===== config.mk =====
export PLATFORM = sky130hd
export DESIGN_NAME = shift_deserializer_rx
export DESIGN_NICKNAME = d
export VERILOG_FILES = /design/src/rtl/shift_deserializer_rx.sv
export SDC_FILE = /design/constraint.sdc
export NUM_CORES = 1
export LEC_CHECK = 0
export BUFFER_PORTS_ARGS = -buffer_cell sky130_fd_sc_hd__buf_2
export CORE_ASPECT_RATIO = 0.8
export CORE_MARGIN = 2
export CORE_UTILIZATION = 50
export DETAILED_ROUTE_END_ITERATION = 12
export PLACE_DENSITY = 0.74
export SYNTH_ARGS = -nofsm -noshare
export SYNTH_HDL_FRONTEND = slang
export SYNTH_SLANG_ARGS = --single-unit
export TNS_END_PERCENT = 5

===== constraint.sdc =====
create_clock -name clk -period 2.22 [get_ports clk]
set_input_delay 0.444 -clock clk [delete_from_list [all_inputs] [get_ports clk]]
set_output_delay 0.444 -clock clk [all_outputs]
set_load 0.01 [all_outputs]

===== src/rtl/shift_deserializer_rx.sv =====
// shift_deserializer_rx: LSB-first serial-to-parallel receiver with a 1-entry valid/ready output buffer.
// Define PARITY_CHECK_EN to take a trailing even-parity bit per word and pulse parity_err on mismatch.
module shift_deserializer_rx #(
  parameter int WIDTH = 30,
  parameter int CNT_W = 5
) (
  input  logic             clk,
  input  logic             reset,
  input  logic             bit_in,
  input  logic             bit_valid,
  input  logic             frame_start,
  output logic [WIDTH-1:0] data_out,
  output logic             data_valid,
  input  logic             data_ready,
  output logic             overrun,
  output logic             busy,
  output logic             parity_err
);
  typedef enum logic [1:0] {IDLE, RECV, PAR} state_t;
  state_t           state_q;
  logic [WIDTH-1:0] shreg_q, shreg_d, dout_q;
  logic [CNT_W-1:0] count_q, cnt_inc_d;
  logic             full_q, dv_q, ovr_q;
`ifdef PARITY_CHECK_EN
  logic             par_q, perr_q;
  assign parity_err = perr_q;
  assign busy       = state_q == RECV || state_q == PAR;
`else
  assign parity_err = 1'b0;
  assign busy       = state_q == RECV;
`endif
  assign shreg_d    = {bit_in, shreg_q[WIDTH-1:1]};
  assign cnt_inc_d  = count_q + 1'b1;
  assign data_out   = dout_q;
  assign data_valid = dv_q;
  assign overrun    = ovr_q;
  // full_q marks the cycle after the final bit; the word moves to the output stage on the following edge.
  always_ff @(posedge clk or posedge reset)
    if (reset) begin
      state_q <= IDLE;
      shreg_q <= '0;
      count_q <= '0;
      full_q  <= 1'b0;
      dout_q  <= '0;
      dv_q    <= 1'b0;
      ovr_q   <= 1'b0;
`ifdef PARITY_CHECK_EN
      par_q   <= 1'b0;
      perr_q  <= 1'b0;
`endif
    end else begin
      ovr_q <= 1'b0;
`ifdef PARITY_CHECK_EN
      perr_q <= 1'b0;
`endif
      if (dv_q && data_ready) dv_q <= 1'b0;
      if (full_q) begin
        full_q  <= 1'b0;
        count_q <= '0;
        state_q <= IDLE;
        if (!dv_q || data_ready) begin
          dout_q <= shreg_q;
          dv_q   <= 1'b1;
        end else ovr_q <= 1'b1;
`ifdef PARITY_CHECK_EN
        perr_q <= ^{shreg_q, par_q};
`endif
        if (bit_valid && frame_start) begin
          shreg_q <= shreg_d;
          count_q <= CNT_W'(1);
          state_q <= RECV;
        end
      end else if (bit_valid && frame_start) begin
        shreg_q <= shreg_d;
        count_q <= CNT_W'(1);
        state_q <= RECV;
      end else if (bit_valid && state_q == RECV) begin
        shreg_q <= shreg_d;
        count_q <= cnt_inc_d;
`ifdef PARITY_CHECK_EN
        if (cnt_inc_d == CNT_W'(WIDTH)) state_q <= PAR;
      end else if (bit_valid && state_q == PAR) begin
        par_q  <= bit_in;
        full_q <= 1'b1;
`else
        if (cnt_inc_d == CNT_W'(WIDTH)) full_q <= 1'b1;
`endif
      end
    end
endmodule

==> results of run 1 <==
==> final cells by class <==
class | count | share of cell area
Sequential cell | 69 | 0.538
Multi-Input combinational cell | 101 | 0.294
Timing Repair Buffer | 42 | 0.0764
Clock buffer | 10 | 0.0429
Tap cell | 65 | 0.0253
Clock inverter | 6 | 0.0195
Inverter | 4 | 0.00467
==> logic make-up (layout without fill, tap and decap cells) <==
group,count (synthesis),in the layout,share of synthesized area
other cells,1,1,0.00136
compound gates,14,14,0.0332
simple gates,23,23,0.0505
xor+xnor,1,1,0.00319
fa+ha+maj,2,2,0.00910
flops,69,69,0.628
buf+inv,12,62,0.0287
mux,60,60,0.246
==> cell usage in the layout, fill, tap and decap left out, types with 3 or more instances in the layout <==
cell,n
or3_1,3
buf_2,38
o21ai_0,5
nand2_1,6
nand2b_1,3
clkinv_2,3
a21oi_1,4
clkbuf_8,10
mux2_2,59
dfrtp_1,69
inv_1,3
==> path summary, 6_finish.rpt <==
path | endpoint | slack [ps] | cells past startpoint
setup / recovery | shreg_q[12] | 570 | 4
hold / removal | shreg_q[25] | 150 | 2
setup reg to reg | shreg_q[12] | 570 | 4
hold reg to reg | shreg_q[0] | 500 | 1
max in group asynchronous | data_out[4] | 1560 | 3
min in group clk | shreg_q[29] | 340 | 2
==> worst max-delay path: stages, from the launching register on <==
cell and delay, ps:
dfrtp_1 480, nor2b_4 190, o21ai_4 120, buf_4 350, mux2_2 380
==> cell usage after synthesis <==
cell,number,share of area
xor2_1,1,0.0032
nand3b_1,2,0.0055
o21ai_0,5,0.0091
a21oi_1,4,0.0073
or3_1,3,0.0068
a31oi_1,1,0.0023
dfrtp_1,69,0.63
buf_2,3,0.0055
inv_1,4,0.0055
mux2_1,1,0.0041
nand2_1,6,0.0082
nor2b_1,1,0.0023
a41oi_1,1,0.0032
nand3_1,1,0.0018
conb_1,1,0.0014
mux2_2,59,0.24
nor2_1,2,0.0027
o21ai_4,1,0.0059
and3b_1,1,0.0032
nor4bb_1,1,0.0036
a211oi_1,1,0.0027
buf_4,2,0.0055
nand2b_1,3,0.0068
buf_6,3,0.012
a21boi_0,1,0.0027
ha_1,2,0.0091
nor2b_4,1,0.0050
nand4_1,2,0.0046
==> routing by layer <==
metal  track usage  up-vias  routed length [um]
met2         0.230       31                1870
met3        0.0674        7                 212
met1         0.211      762                2080
met4        0.0781        0                  57
met5             0        -                   0
li1              -      735                   -
==> stage by stage <==
step / cell area, sq um / instances / utilization
floorplan: 2750 / 182 / -
global placement: 3010 / 281 / 0.560
detailed placement: 3010 / 281 / 0.560
CTS: 3210 / 297 / 0.598
global route: 3210 / 297 / 0.598
finish: 3210 / 297 / 0.598
==> power by group through the flow <==
stage / logic [W] / clock network (W) / registers [W]
5_1_grt: 0.000424 / 0.00109 / 0.00176
4_1_cts: 0.000385 / 0.00104 / 0.00172
6_report: 0.000376 / 0.00100 / 0.00172
3_3_place_gp: 0.000366 / 0 / 0.00174
3_5_place_dp: 0.000382 / 0 / 0.00174
2_1_floorplan: 0.000319 / 0 / 0.00167
==> registers in the layout (all words and copies together) (netlist names) <==
register    flops
full_q          1
overrun         1
count_q         5
data_valid      1
state_q         1
data_out       30
shreg_q        30
==> flow_summary.yaml, run 1 <==
worst_setup_path:
  cp-start-kind: "flop"
  crit_arrival_ps: 1860
  cp.required_ps: 2430
  r2r-start: "state_q[0]"
  path_class: "flop to flop"
  end_kind: "flop"
  crit_start: "state_q[0]"
  critPathMaxFanout: 30
floorplanning:
  chipHeight_um: 70.3
  num_rows: 24
  ios: 40
  die-area_sq_mm: 0.00611
  initial_core_util: 0.511
  die_w_um: 86.9
  design.core.area_sq_mm: 0.00538
synthesis:
  syn_area_sq_mm: 0.00275
  ys.warnings.count: 0
  syn-num-nets: 190
  ys_seq_area_frac: 0.628
  yosys_register_bits: 69
  postSynthCellCount: 182
  syn_avg_cell_area_sq_um: 15.1
  ys_types: 28
routing:
  remaining_drc_errors: 0
  firstDrtPassIters: 3
  vias: 1535
  drtIter0Drc: 60
  drtAntennaViolNets: 0
  via_per_inst: 5.17
  finalWirelength_um: 4210
  wl_per_cell_um: 14.2
power_and_ir_drop:
  finalPower_w: 0.00310
  p_clk_frac: 0.324
  power_density_mw_per_mm2: 964
  power.leakage_nw: 1.66
  switching_share: 0.255
  combinationalPowerShare: 0.121
  intPower_w: 0.00230
  pwr-share-seq: 0.555
  p_switching_w: 0.000791
  ir_drop_uv: 486
placed_design:
  portBuffers: 38
  hpwl_um: 2770
  dp_slack_ps: 551
  place.gp.congestion: 0.740
final_layout:
  multi_input_area_sq_um: 943
  regArea_sq_mm: 0.00173
  n_antenna_cell: 0
  nets: 235
  fillers: 410
  layout-drive-gt1-share: 0.517
  syn2layout_area_growth_pct: 16.8
timing:
  slew_headroom: 0.631
  drv_slew: 0
  setup_violations: 0
  timing.fmax_ghz: 0.607
  skew_ps: 6.46
  hold_ws_ps: 155
  finalCritPeriodShare: 0.742
  fin_ws_ps: 573
  worst_pin_slew_ps: 553
  hold_violations: 0
  setup_tns_ps: 0
  rsz0062_at_grt: "no"
  fin_crit_ps: 1650
job:
  drv_cap: 0
grt:
  grt_usage: 0.161
  antenna_found_initial: 0
  grt_pass1_wl_um: 7380
  grt_pass1_vias: 1603
  grt_max_degree: 31
  grt-ovfl-total: 0
clock_tree:
  root_buffer: "clkbuf_8"
  cts_tree: "built"
  clock_sinks: 69
  postCtsSetupBuffers: 0
  postCtsHoldBufs: 0
  numCtsBuffers: 9
  cts_max_path_buffers: 2
  clkTransAtPathRegs_ps: 70
  h-tree-depth: 3
  cts_resized: 0
  clock_latency_ps: 330
run_status:
  status: "complete, no violations"
hold_path:
  holdCritPathClass: "primary input to asynchronous set/reset pin"
Power figures use the tool's default switching activity.
==> inputs of run 2 (changes only) <==
Clock period 2.22 ns to 1.4 ns, I/O delays scaled along.
==> run 2 against run 1 <==
Net effect: utilization up 1.1 points; register-to-register slack worse by 490 ps; first-iteration DRC count up 12%.
==> flow_summary.yaml, run 2 (synthesis gave the netlist of run 1 again) <==
run_status:
  status: "complete, no violations"
clock_tree:
  cts_tree: "built"
  numCtsBuffers: 9
  root_buffer: "clkbuf_8"
  clock_sinks: 69
  h-tree-depth: 3
  clock_latency_ps: 330
  postCtsHoldBufs: 0
  cts_max_path_buffers: 2
  clkTransAtPathRegs_ps: 70
routing:
  remaining_drc_errors: 0
  drtIter0Drc: 67
  via_per_inst: 5.16
  finalWirelength_um: 4340
  drtAntennaViolNets: 0
  wl_per_cell_um: 14.3
  firstDrtPassIters: 5
  vias: 1570
timing:
  fin_crit_ps: 1320
  fin_ws_ps: 79.0
  finalCritPeriodShare: 0.944
  hold_violations: 0
  timing.fmax_ghz: 0.757
  skew_ps: 7.17
  setup_tns_ps: 0
  rsz0062_at_grt: "no"
  setup_violations: 0
  drv_slew: 0
worst_setup_path:
  r2r_cells: 4
  end_kind: "flop"
  r2r-end: "shreg_q[5]"
  cp.required_ps: 1610
  r2r_slack_ps: 80
  r2r-start: "state_q[0]"
  crit_start: "state_q[0]"
  crit_arrival_ps: 1530
  path_class: "flop to flop"
  cp-start-kind: "flop"
  critPathMaxFanout: 22
floorplanning:
  chipHeight_um: 70.3
  die-area_sq_mm: 0.00611
  num_rows: 24
  initial_core_util: 0.511
  ios: 40
  die_w_um: 86.9
  design.core.area_sq_mm: 0.00538
final_layout:
  syn2layout_area_growth_pct: 19.1
  n_antenna_cell: 0
  final_cell_mix: "dfrtp_1 (68), mux2_2 (59), buf_2 (38)"
  fin_util: 0.609
  layout-drive-gt1-share: 0.531
  nets: 242
  layout_commonest_cell: "dfrtp_1"
  multi_input_area_sq_um: 956
  regArea_sq_mm: 0.00173
  fillers: 431
grt:
  grt_max_degree: 70
  grt_usage: 0.166
  grt_pass1_wl_um: 7680
  grt-ovfl-total: 0
  antenna_found_initial: 0
  grt_pass1_vias: 1611
job:
  drv_cap: 0
power_and_ir_drop:
  power_density_mw_per_mm2: 1470
  switching_share: 0.259
  intPower_w: 0.00357
  power.leakage_nw: 1.68
  combinationalPowerShare: 0.137
  p_clk_frac: 0.297
  ir_drop_uv: 653
  p_switching_w: 0.00124
  pwr-share-seq: 0.566
hold_path:
  holdCritPathClass: "primary input to asynchronous set/reset pin"
placed_design:
  place.gp.congestion: 0.779
  dp_slack_ps: 24.5
  hpwl_um: 2890
  portBuffers: 38
run 2: power groups by stage:
| stage | Sequential (W) | Clock, W | Combinational, W |
|---|---|---|---|
| after floorplan | 0.00265 | 0 | 0.000506 |
| after global placement | 0.00274 | 0 | 0.000619 |
| after detailed placement | 0.00276 | 0 | 0.000648 |
| after CTS | 0.00272 | 0.00148 | 0.000652 |
| after global routing | 0.00280 | 0.00158 | 0.000739 |
| final | 0.00272 | 0.00143 | 0.000659 |
run 2: per-stage QoR:
| stage | area (sq um) | hold slack (ps) | total power [W] | instances |
|---|---|---|---|---|
| after global placement | 3070 | 404 | 0.00336 | 287 |
| after global routing | 3270 | 50.0 | 0.00511 | 304 |
| after floorplan | 2750 | 411 | 0.00316 | 182 |
| after detailed placement | 3070 | 408 | 0.00341 | 287 |
| after CTS | 3250 | 35.2 | 0.00486 | 303 |
| final | 3270 | 24.0 | 0.00481 | 304 |
run 2: worst max-delay path: stages, from the launching register on:
cell and delay [ps]:
dfrtp_1 370, nor2b_4 140, o21ai_4 150, buf_12 190, mux2_2 350
run 2: per-layer routing:
metal	share of wire	GRT usage
met1	0.47	0.220
met2	0.47	0.243
met3	0.051	0.0721
met4	0.0058	0.0625
met5	0	0
run 2: timing repair:
item                                   CTS  global route
endpoints found under the hold margin    0             0
resized for setup                        0             3
setup endpoints to repair                0            31
setup buffers                            0             1
run 2: area by class of cell:
type | count | area share
inverters | 4 | 0.00573
clock inverters | 3 | 0.00612
well taps | 65 | 0.0248
repair buffers | 49 | 0.0948
clock buffers | 13 | 0.0485
flip-flops and latches | 69 | 0.528
multi-input cells | 101 | 0.292
run 2: worst max-delay path by stage:
stage | slack [ps] | to
after floorplan | -60 | shreg_q[1]
after global placement | 50 | data_out[17]
after detailed placement | 20 | count_q[4]
after CTS | 8 | shreg_q[5]
after global routing | 5 | full_q
final | 80 | shreg_q[5]
